File: src/rtl/pwm_deadtime_gen.sv
// rtl/pwm_deadtime_gen.sv - three-phase complementary gate driver with dead time and fault latch
//
// Purpose:
//   Turns the three PWM commands coming from the counter/compare stage into
//   high-side / low-side gate pairs. Whenever a phase changes side, both
//   gates of that phase are held off for max(DeadTime,1) cycles before the
//   new side is driven. A fault forces every gate low and is latched until
//   explicitly cleared.
//
// Ports:
//   Clk           in   1       system clock
//   Reset_n       in   1       synchronous active-low reset
//   Enable        in   1       1 = phases run, 0 = all phases idle with gates low
//   DeadTime      in   CNT_W   both-off interval length in Clk cycles (0 acts as 1)
//   PwmIn         in   3       per-phase command, 1 = high side
//   Fault         in   1       synchronous fault request, active-high
//   FaultClear    in   1       one-cycle request to clear the fault latch
//   GateHi        out  3       registered high-side gate drive
//   GateLo        out  3       registered low-side gate drive
//   FaultLatched  out  1       registered fault latch status

module pwm_deadtime_gen #(
    parameter int CNT_W = 16
) (
    input  logic             Clk,
    input  logic             Reset_n,
    input  logic             Enable,
    input  logic [CNT_W-1:0] DeadTime,
    input  logic [2:0]       PwmIn,
    input  logic             Fault,
    input  logic             FaultClear,
    output logic [2:0]       GateHi,
    output logic [2:0]       GateLo,
    output logic             FaultLatched
);

    localparam logic [2:0] ST_IDLE     = 3'd0;
    localparam logic [2:0] ST_LO_ON    = 3'd1;
    localparam logic [2:0] ST_DT_TO_HI = 3'd2;
    localparam logic [2:0] ST_HI_ON    = 3'd3;
    localparam logic [2:0] ST_DT_TO_LO = 3'd4;

    localparam logic [CNT_W-1:0] CNT_ZERO = '0;
    localparam logic [CNT_W-1:0] CNT_ONE  = {{(CNT_W-1){1'b0}}, 1'b1};

    logic [2:0]       state_q [3];
    logic [2:0]       state_d [3];
    logic [CNT_W-1:0] cnt_q   [3];
    logic [CNT_W-1:0] cnt_d   [3];

    logic [2:0] gate_hi_q;
    logic [2:0] gate_hi_d;
    logic [2:0] gate_lo_q;
    logic [2:0] gate_lo_d;
    logic       fault_latched_q;
    logic       fault_latched_d;

    logic             inhibit;
    logic [CNT_W-1:0] dt_load;

    // Value loaded into a counter on dead-time entry: Dm-1 with Dm = max(DeadTime,1).
    // The counter then runs Dm-1 .. 0, so the both-off interval is exactly Dm cycles.
    assign dt_load = (DeadTime == CNT_ZERO) ? CNT_ZERO : (DeadTime - CNT_ONE);

    // A fresh fault request or a still-latched fault holds every phase idle.
    // On the clearing edge the latch was still set, so phases only restart
    // from the following edge.
    assign inhibit = Fault | fault_latched_q;

    always_comb begin
        // Fault wins over a simultaneous clear request.
        fault_latched_d = Fault | (fault_latched_q & ~FaultClear);
        gate_hi_d       = 3'b000;
        gate_lo_d       = 3'b000;

        for (int i = 0; i < 3; i++) begin
            state_d[i] = state_q[i];
            cnt_d[i]   = cnt_q[i];

            if (inhibit || !Enable) begin
                state_d[i] = ST_IDLE;
                cnt_d[i]   = CNT_ZERO;
            end else begin
                case (state_q[i])
                    ST_IDLE: begin
                        // Dead time always precedes the first ON state after idle.
                        state_d[i] = PwmIn[i] ? ST_DT_TO_HI : ST_DT_TO_LO;
                        cnt_d[i]   = dt_load;
                    end
                    ST_LO_ON: begin
                        if (PwmIn[i]) begin
                            state_d[i] = ST_DT_TO_HI;
                            cnt_d[i]   = dt_load;
                        end
                    end
                    ST_HI_ON: begin
                        if (!PwmIn[i]) begin
                            state_d[i] = ST_DT_TO_LO;
                            cnt_d[i]   = dt_load;
                        end
                    end
                    ST_DT_TO_HI: begin
                        // A command that drops back during the interval is swallowed:
                        // return straight to the low side.
                        if (!PwmIn[i]) begin
                            state_d[i] = ST_LO_ON;
                        end else if (cnt_q[i] == CNT_ZERO) begin
                            state_d[i] = ST_HI_ON;
                        end else begin
                            cnt_d[i] = cnt_q[i] - CNT_ONE;
                        end
                    end
                    ST_DT_TO_LO: begin
                        if (PwmIn[i]) begin
                            state_d[i] = ST_HI_ON;
                        end else if (cnt_q[i] == CNT_ZERO) begin
                            state_d[i] = ST_LO_ON;
                        end else begin
                            cnt_d[i] = cnt_q[i] - CNT_ONE;
                        end
                    end
                    default: begin
                        state_d[i] = ST_IDLE;
                        cnt_d[i]   = CNT_ZERO;
                    end
                endcase
            end

            // Gates are decoded from the next state so they register on the
            // same edge as the state change; HI and LO are distinct states,
            // so the pair can never be high together.
            gate_hi_d[i] = (state_d[i] == ST_HI_ON);
            gate_lo_d[i] = (state_d[i] == ST_LO_ON);
        end
    end

    always_ff @(posedge Clk) begin
        if (!Reset_n) begin
            for (int i = 0; i < 3; i++) begin
                state_q[i] <= ST_IDLE;
                cnt_q[i]   <= CNT_ZERO;
            end
            gate_hi_q       <= 3'b000;
            gate_lo_q       <= 3'b000;
            fault_latched_q <= 1'b0;
        end else begin
            for (int i = 0; i < 3; i++) begin
                state_q[i] <= state_d[i];
                cnt_q[i]   <= cnt_d[i];
            end
            gate_hi_q       <= gate_hi_d;
            gate_lo_q       <= gate_lo_d;
            fault_latched_q <= fault_latched_d;
        end
    end

    assign GateHi       = gate_hi_q;
    assign GateLo       = gate_lo_q;
    assign FaultLatched = fault_latched_q;

endmodule
File: config.mk
export PLATFORM = sky130hd
export DESIGN_NAME = pwm_deadtime_gen
export DESIGN_NICKNAME = d
export VERILOG_FILES = /design/src/rtl/pwm_deadtime_gen.sv
export SDC_FILE = /design/constraint.sdc
export NUM_CORES = 1
export LEC_CHECK = 0
export BUFFER_PORTS_ARGS = -buffer_cell sky130_fd_sc_hd__buf_2
export CAP_MARGIN = 30
export CORE_ASPECT_RATIO = 1.25
export CORE_MARGIN = 4
export CORE_UTILIZATION = 40
export CTS_CLUSTER_SIZE = 20
export DETAILED_ROUTE_END_ITERATION = 12
export GPL_TIMING_DRIVEN = 1
export PLACE_DENSITY_LB_ADDON = 0.08
export SETUP_SLACK_MARGIN = 0.5
export SYNTH_ARGS = -nofsm -noshare
export SYNTH_HDL_FRONTEND = slang
export SYNTH_SLANG_ARGS = --single-unit
File: constraint.sdc
create_clock -name Clk -period 3.1 [get_ports Clk]
set_input_delay 0.465 -clock Clk [delete_from_list [all_inputs] [get_ports Clk]]
set_output_delay 0.465 -clock Clk [all_outputs]
set_load 0.02 [all_outputs]
==> Word-level counts from Yosys, hierarchy flattened <==
Memory sizes are Yosys's and may differ from the RTL's.
Cells that the tools add are included.
{ "totals": {"ff_bits": 7, "out_inout_bits": 7, "romBits": 0, "mem_bits_rw": 57, "memories": 2, "latch_bits": 0} }
{ "memory_table": {"columns": ["memory", "depth", "word_bits", "read_ports", "rd_clocked_by_memory_dff", "write_ports", "line_no", "source"], "rows": [
  ["cnt_q", 3, 16, 3, 0, 3, "48", "logic [CNT_W-1:0] cnt_q [3];"],
  ["state_q", 3, 3, 3, 0, 3, "46", "logic [2:0] state_q [3];"]
]} }
{ "op_classes": {"shifts": 0, "n_eq_ne": 18, "order_cmp": 0, "multipliers": 0, "n_div": 0, "add_sub_neg": 4, "reduce_logical": 9, "n_bitwise": 10, "n_mux": 57} }
{ "ops": {"columns": ["op", "n"], "rows": [
  ["$mux W16", 22],
  ["$pmux W16 S5", 3],
  ["$mux W3", 27],
  ["$logic_not A16 Y1", 4],
  ["$sub A16 B1 Y16 const B", 4],
  ["$pmux W3 S5", 3],
  ["$eq A3 B2 Y1 const B", 9],
  ["$eq A3 B1 Y1 const B", 6],
  ["$eq A3 B3 Y1 const B", 3],
  ["$logic_not A3 Y1", 3],
  ["$or A1 B1 Y1", 8],
  ["$mux W1", 2],
  ["$and A1 B1 Y1", 1],
  ["$logic_not A1 Y1", 1],
  ["$logic_or A1 B1 Y1", 1],
  ["$not A1 Y1", 1]
]} }

==> Longest topological paths before layout <==
Gate-level depths: netlist (run 1).
{ "depth": {"depth_word": 6, "mapped_depth": 9, "mapped_depth_nobuf": 8} }

==> Worst setup path before layout (run 1) <==
OpenSTA, ideal clock, no wires.
{ "synth_timing": {"kind": "input port to flip-flop", "start": "in DeadTime[5]", "end": "mem cnt_q[1][2] (netlist: cnt_q[0][18])", "setup_slack_ns": 0.805, "path_stages": 6, "arrival_ns": 2.173, "t_required_ns": 2.978, "setup_ns": 0.122, "cell_sequence": "nor4_1 nand3_1 o21ai_1 buf_2 o21ai_0 a221o_1"} }
{ "synth_lines": {"columns": ["item", "line_no", "source"], "rows": [
  ["start, declared", "28", "input logic [CNT_W-1:0] DeadTime,"],
  ["end, declared", "48", null]
]} }

==> Implementation_results.wiki, run 1 <==
{| class="wikitable"
! Metric !! Value
|-
| DRC violations left || 0
|-
| Worst Path Class, Setup || reg -> reg
|-
| Endpoints failing setup || 0
|-
| Initial core utilization || between 40% and 50%
|-
| Post-Synthesis Net Count || between 500 and 600
|-
| Die Span Y || between 100 and 150 µm
|-
| Highest-count cells in the layout ignoring fill and taps || sky130_fd_sc_hd__dfxtp_1, sky130_fd_sc_hd__nor2_1, sky130_fd_sc_hd__o21ai_0, sky130_fd_sc_hd__nand2_1, sky130_fd_sc_hd__buf_2
|-
| Number of nets with antenna violations after detailed routing || 0
|-
| Kind of start point of the critical path || flip-flop
|-
| Fin Clk Skew || 0.00800 ns
|-
| Number of antenna violations at the first check in global routing || 0
|-
| Simple-gate area share of the yosys netlist || between 20% and 30%
|-
| Portion of the clock cycle consumed by the worst path in the final layout || between 70% and 80%
|-
| Post-synthesis instance total || between 500 and 600
|-
| Main combinational cell family by area after synthesis || compound AO/OA/AOI/OAI gates
|-
| Total clock buffers created by CTS || 9
|-
| Sequential fraction of the synthesis area || a little under a third
|-
| Data required, critical path || between 3 and 4 ns
|-
| Routed WL per cell || 18.6 µm
|-
| Headroom to the max-slew limit || 54.5%
|-
| Final GP Congestion || between 0.8 and 0.9
|-
| Area added between synthesis and finish || 14.8%
|-
| Global route total overflow || 0
|-
| Core area || roughly 0.0098 mm²
|-
| Hold bufs inserted after CTS || 0
|-
| Number of max-capacitance violations reported || 0
|-
| Number of synthesized flops with an enable pin || 0
|-
| Buffers from clock root to sink, at most || 2
|-
| Path category of the worst min-delay check || in -> reg
|-
| Clock-pin transition on the worst setup and hold timing paths || about 0.05 ns
|-
| Total via count after detailed routing || ~4000
|-
| Standard cell with the maximum stage delay on the critical path || sky130_fd_sc_hd__or4b_2
|-
| Minimum clock period after layout || 2.47 ns
|-
| Power density relative to cell area || about 480 mW/mm²
|-
| First-pass iteration count of the detailed router || 5
|-
| Total number of yosys warnings || 0
|-
| Max-slew violation count || 0
|-
| Placement Rows || 40
|-
| TritonCTS clock tree || done
|-
| Maximum level of the CTS H-tree || 3
|-
| Reported leakage power || approximately 1.9 nW
|-
| Max stage delay on crit path || ~0.64 ns
|-
| Violation count after the first detailed-routing iteration || roughly 250
|-
| Sort of element at the end of the critical path || flip-flop
|-
| WP data arrival || approximately 2.7 ns
|-
| Total power after layout || around 0.0023 W
|-
| Synthesized-area fraction occupied by adder cells || under 10%
|-
| Share of cells above drive strength 1 || between 10 and 15%
|-
| Setup total negative slack || 0 ns
|-
| Number of unique standard cell types used by synthesis || 63
|-
| Outcome || completed
|-
| Asr flop ratio synth || 0%
|-
| Layout net count || 574
|-
| Area of the mapped netlist || just over 0.004 mm²
|-
| Area of combinational cells with multiple inputs || around 0.0026 mm²
|-
| Least-Margin Pin Slew || 0.664 ns
|-
| Clock tree sinks || 64
|-
| Upper clock frequency limit || 0.405 GHz
|-
| Clock insertion delay at the later pin of the skew report || roughly 0.34 ns
|-
| Most frequent standard cell in the layout excluding fill and tap cells || sky130_fd_sc_hd__dfxtp_1
|-
| Largest fanout on the critical path || 8
|-
| Die Wd || a little under 100 µm
|-
| Average instance area after synthesis || about 7.8 µm²
|-
| Wire length of the first global-routing pass || about 20 mm
|-
| Number of global-route vias before repair || about 3800
|-
| Cells along the critical path || inv_1, ha_1, or4b_2, nor2b_1, nand2_1, o21ai_4, buf_12, nor2_1, a211oi_1
|-
| Total Routing Usage GR || between 20% and 30%
|-
| Mux contribution to synthesized area || around 1.2%
|-
| Count of state elements after synthesis || 64
|-
| Final Routed Wirelength || 12.5 mm
|-
| Largest net degree at the start of global routing || 20
|-
| HPWL after detailed placement || between 8 and 9 mm
|-
| Total of buffers placed on input and output ports || 30
|-
| Complex-gate fraction of the synthesized area || 28.2%
|-
| RSZ-0062 raised after global routing || yes
|-
| Post-synthesis xor/xnor area fraction || roughly 6.5%
|-
| Top_reg_cell synth || sky130_fd_sc_hd__dfxtp_1
|-
| Drt via density || 5.98
|-
| Overall die area || around 0.012 mm²
|-
| Top-Level Pins || 31
|-
| Number of inserted filler cells in the final layout || 995
|-
| FF/Latch Area || about 0.0013 mm²
|-
| Clock tree root driver cell || sky130_fd_sc_hd__clkbuf_16
|-
| Maximum resistive drop on vdd || about 0.00028 V
|-
| Final hold violations || 0
|-
| Count of antenna diodes in the layout || 0
|}
-- layer usage --
metal | vias up | global-route usage, % | share of wire [%] | wire [µm]
li1 | 1993 | - | - | -
met1 | 1884 | 27.3 | 43 | 5370
met2 | 138 | 35.3 | 48 | 6040
met3 | 22 | 4.73 | 7.0 | 877
met4 | 0 | 7.45 | 2.1 | 260
met5 | - | 0 | 0 | 0
-- where the power goes --
part / switching [W] / internal, W / leakage (nW)
Sequential: 0.0000271 / 0.000846 / 0.519
Combinational: 0.000272 / 0.000181 / 1.21
Clock: 0.000369 / 0.000557 / 0.136
-- worst max-delay path, delay by kind of cell (launching register included) --
| family | cells | cell delay [ns] |
|---|---|---|
| compound gates | 2 | 0.50 |
| buf+inv | 2 | 0.23 |
| simple gates | 4 | 1.10 |
| flops | 1 | 0.33 |
| fa+ha+maj | 1 | 0.20 |
-- state kept, by name, summed over array words and instances, names as in the netlist --
signal,count
cnt_q,48
GateHi,3
state_q,9
GateLo,3
FaultLatched,1
-- logic make-up after synthesis --
kind of cell               after synthesis
adders and majority gates                6
muxes                                    5
buffers and inverters                   49
DFF                                     64
AOI/OAI and AO/OA                      171
xor gates and xnor gates                30
and+or+nand+nor                        194
-- worst paths after layout --
path	start	to	slack, ns	depth (start not counted)
max	cnt_q[0][0]	cnt_q[0][0]	0.63	9
min	Fault	FaultLatched	0.40	2
max reg2reg	cnt_q[0][0]	cnt_q[0][0]	0.63	9
min reg2reg	cnt_q[0][38]	cnt_q[0][38]	0.48	2
-- layout make-up --
type	instances	share of cell area [%]
flip-flops and latches	64	27.6
multi-input cells	406	55.8
inverters	17	1.37
well taps	126	3.39
clock inverters	4	0.431
clock buffers	12	5.30
repair buffers	46	6.09
-- metrics by stage --
stage / std cells / instance area, µm² / hold WS (ns) / utilization [%] / setup slack [ns]
final: 675 / 4650 / 0.403 / 47.6 / 0.632
after global routing: 675 / 4650 / 0.417 / 47.6 / 0.456
after CTS: 671 / 4590 / 0.400 / 47.1 / 0.544
after detailed placement: 655 / 4330 / 0.472 / 44.3 / 0.552
after global placement: 655 / 4330 / 0.457 / 44.3 / 0.598
after floorplan: 519 / 4050 / 0.436 / - / 0.805
-- synthesized netlist by cell type (4+ instances only) --
master                     instances  area share (%)
sky130_fd_sc_hd__o32ai_1           7             1.5
sky130_fd_sc_hd__nor2b_1           5            0.77
sky130_fd_sc_hd__nand2_1          36             3.3
sky130_fd_sc_hd__a211oi_1          7             1.3
sky130_fd_sc_hd__nand2b_1          4            0.62
sky130_fd_sc_hd__nor3b_1           6             1.1
sky130_fd_sc_hd__ha_1              6             1.9
sky130_fd_sc_hd__mux2i_1           5             1.2
sky130_fd_sc_hd__o21a_1            4            0.74
sky130_fd_sc_hd__or3_1            11             1.7
sky130_fd_sc_hd__dfxtp_1          64              32
sky130_fd_sc_hd__nand3b_1          4            0.74
sky130_fd_sc_hd__a31oi_1           5            0.77
sky130_fd_sc_hd__a22o_1           13             2.8
sky130_fd_sc_hd__o22ai_1          23             3.6
sky130_fd_sc_hd__nor3_1           25             3.1
sky130_fd_sc_hd__clkbuf_1         25             2.3
sky130_fd_sc_hd__a32o_1            7             1.7
sky130_fd_sc_hd__nand3_1           9             1.1
sky130_fd_sc_hd__nor2_1           52             4.8
sky130_fd_sc_hd__or4_1             6             1.1
sky130_fd_sc_hd__o21ai_1           4            0.49
sky130_fd_sc_hd__o32a_1            5             1.2
sky130_fd_sc_hd__o31ai_1           5            0.93
sky130_fd_sc_hd__o21ai_0          47             5.8
sky130_fd_sc_hd__xor2_1           16             3.5
sky130_fd_sc_hd__inv_1            17             1.6
sky130_fd_sc_hd__and2_1            5            0.77
sky130_fd_sc_hd__nor4_1            9             1.4
sky130_fd_sc_hd__a21oi_1          25             3.1
sky130_fd_sc_hd__xnor2_1          14             3.0
-- repair_timing --
action / 4_1_cts / 5_1_grt
endpoints found under the setup margin: 0 / 30
resized for setup: 0 / 4
buffers inserted: 0 / 4
No activity file was read; power rests on OpenSTA's default activity.
==> run 2: changes to the inputs <==
==> constraint.sdc (replaced) <==
create_clock -name Clk -period 2.02 [get_ports Clk]
set_input_delay 0.303 -clock Clk [delete_from_list [all_inputs] [get_ports Clk]]
set_output_delay 0.303 -clock Clk [all_outputs]
set_load 0.02 [all_outputs]
==> Implementation_results.wiki, run 2 (synthesized netlist as in run 1, its figures left out) <==
{| class="wikitable"
! Metric !! Value
|-
| RSZ-0062 raised after global routing || yes
|-
| Final hold violations || 0
|-
| Final Util || between 60 and 70%
|-
| Share of cells above drive strength 1 || about two fifths
|-
| Total power after layout || between 0.004 and 0.005 W
|-
| Highest-count cells in the layout ignoring fill and taps || sky130_fd_sc_hd__buf_4, sky130_fd_sc_hd__dfxtp_1, sky130_fd_sc_hd__nor2_1, sky130_fd_sc_hd__nand2_1, sky130_fd_sc_hd__buf_2
|-
| Largest register by flop count || cnt_q
|-
| Global route total overflow || 0
|-
| Area added between synthesis and finish || 50.6%
|-
| Final Routed Wirelength || roughly 14 mm
|-
| Hold depth || 2
|-
| Total clock buffers created by CTS || 9
|-
| Endpoints failing setup || 39
|-
| Least-Margin Pin Slew || around 0.64 ns
|-
| Drt via density || 5.77
|-
| Standard cell with the maximum stage delay on the critical path || sky130_fd_sc_hd__or4_4
|-
| Layout net count || ~700
|-
| Crit-path leading delay family || simple AND/OR/NAND/NOR gates
|-
| Initial core utilization || 41.5%
|-
| Launch point of the worst reg-to-reg path || cnt_q[0][8]
|-
| Worst Slack Setup Final || -0.242 ns
|-
| Top flop regs || cnt_q x48, state_q x9
|-
| Power density relative to cell area || around 660 mW/mm²
|-
| Portion of the clock cycle consumed by the worst path in the final layout || 112%
|-
| Number of antenna violations at the first check in global routing || 0
|-
| Core area || a little under 0.01 mm²
|-
| Worst Path Class, Setup || reg -> reg
|-
| Fin Clk Skew || between 0.004 and 0.005 ns
|-
| Total placed cells including tap cells || 760
|-
| First-pass iteration count of the detailed router || 5
|-
| Total Routing Usage GR || 23.3%
|-
| FF/Latch Area || about 0.0013 mm²
|-
| Maximum level of the CTS H-tree || 3
|-
| Worst hold start || PwmIn[1]
|-
| HPWL after detailed placement || roughly 10 mm
|-
| Path category of the worst min-delay check || in -> reg
|-
| CP most frequent cell || sky130_fd_sc_hd__or3_4
|-
| Hold EP || state_q[0][5]
|-
| Total via count after detailed routing || roughly 4600
|-
| Number of nets with antenna violations after detailed routing || 0
|-
| Clock insertion delay at the later pin of the skew report || between 0.3 and 0.4 ns
|-
| Wire length of the first global-routing pass || 22.1 mm
|-
| Largest fanout on the critical path || 5
|-
| Cells along the critical path || or4_4, or3_4, or3_4, o21ai_4, buf_12, nor2_4, a32o_1
|-
| Buffers from clock root to sink, at most || 2
|-
| Sort of element at the end of the critical path || flip-flop
|-
| Routed WL per cell || roughly 17 µm
|-
| Hold bufs inserted after CTS || 0
|-
| Number of inserted filler cells in the final layout || 895
|-
| Violated checks || negative setup slack
|-
| Clock-pin transition on the worst setup and hold timing paths || ~0.060 ns
|-
| Buf/Inv on CP || 1
|-
| Upper clock frequency limit || 0.442 GHz
|-
| WP data arrival || between 2 and 2.5 ns
|-
| Setup slack of the most critical reg-to-reg path || -0.24 ns
|-
| Headroom to the max-slew limit || a little under three fifths
|-
| Area of combinational cells with multiple inputs || a little under 0.003 mm²
|-
| Clock tree root driver cell || sky130_fd_sc_hd__clkbuf_16
|-
| Final instance count without filler cells || approximately 800
|-
| Placement Rows || 40
|-
| Number of max-capacitance violations reported || 0
|-
| Reported leakage power || about 2.6 nW
|-
| Largest net degree at the start of global routing || 20
|-
| Max stage delay on crit path || approximately 0.52 ns
|-
| Die Span Y || around 120 µm
|-
| Final GP Congestion || 0.915
|-
| Max-slew violation count || 0
|-
| TritonCTS clock tree || done
|-
| Overall die area || between 0.01 and 0.015 mm²
|-
| DRC violations left || 0
|-
| Violation count after the first detailed-routing iteration || 263
|-
| Maximum resistive drop on vdd || 0.000332 V
|-
| Setup total negative slack || -4.39 ns
|-
| Count of antenna diodes in the layout || 0
|-
| Total of buffers placed on input and output ports || 30
|-
| Outcome || finished with violations
|-
| Most frequent standard cell in the layout excluding fill and tap cells || sky130_fd_sc_hd__buf_4
|-
| Top-Level Pins || 31
|-
| Clock tree sinks || 64
|-
| Number of global-route vias before repair || ~4400
|-
| Worst Reg-to-Reg Cells || 7
|-
| Die Wd || 98.0 µm
|-
| Minimum clock period after layout || 2.26 ns
|-
| Capture instance of the worst register-to-register path || cnt_q[0][13]
|-
| Data required, critical path || between 2 and 2.5 ns
|-
| Kind of start point of the critical path || flip-flop
|-
| Max reg flops || 48
|}
run 2: cell types whose count changed in the layout (fill, tap and decap cells not counted), sizes merged:
cell,previous run,this run
nor2,53,54
clkinv,4,3
bufinv,0,1
buf,46,171
clkinvlp,0,2
clkbuf,12,11
run 2: power by group:
group / leakage, nW / internal (W) / switching [W]
clock network: 0.138 / 0.000948 / 0.000594
registers: 0.522 / 0.00130 / 0.0000300
logic: 1.98 / 0.000581 / 0.000570
total: 2.64 / 0.00283 / 0.00119
run 2: how the worst max path moves through the flow:
stage	slack (ns)	cells past startpoint	from	to
after floorplan	-0.22	6	cnt_q[0][8]	cnt_q[0][8]
after global placement	-0.23	6	cnt_q[0][8]	cnt_q[0][15]
after detailed placement	-0.26	6	cnt_q[0][8]	cnt_q[0][13]
after CTS	-0.25	7	cnt_q[0][8]	cnt_q[0][13]
after global routing	-0.28	7	cnt_q[0][8]	cnt_q[0][13]
final	-0.24	7	cnt_q[0][8]	cnt_q[0][13]
run 2: final cells by class:
cell class                 instances  share of cell area [%]
clock buffer                      10                    3.75
clock inverter                     6                   0.985
inverter                          17                    1.13
multi-input combinational        407                    48.9
sequential                        64                    21.1
tap                              126                    2.58
timing repair buffer             172                    21.5
run 2: routing by layer:
metal	routed length [µm]	vias to the layer above	GRT usage, %
met5	0	-	0
met4	362	0	9.26
met3	702	33	4.96
met2	6950	143	39.4
met1	6020	2202	28.6
li1	-	2252	-
run 2: per-stage QoR:
stage,hold WS (ns),setup WS (ns),area (µm²)
2_1_floorplan,0.417,-0.219,4220
3_3_place_gp,0.455,-0.227,5260
3_5_place_dp,0.455,-0.258,5260
4_1_cts,0.207,-0.247,5900
5_1_grt,0.226,-0.278,6100
6_report,0.221,-0.242,6100
run 2: timing repair:
action	in CTS	in global routing
gates cloned	2	1
endpoints found under the setup margin	60	60
pin swaps	40	18
resized for setup	54	29
buffers inserted	15	8
hold endpoints to repair	0	0
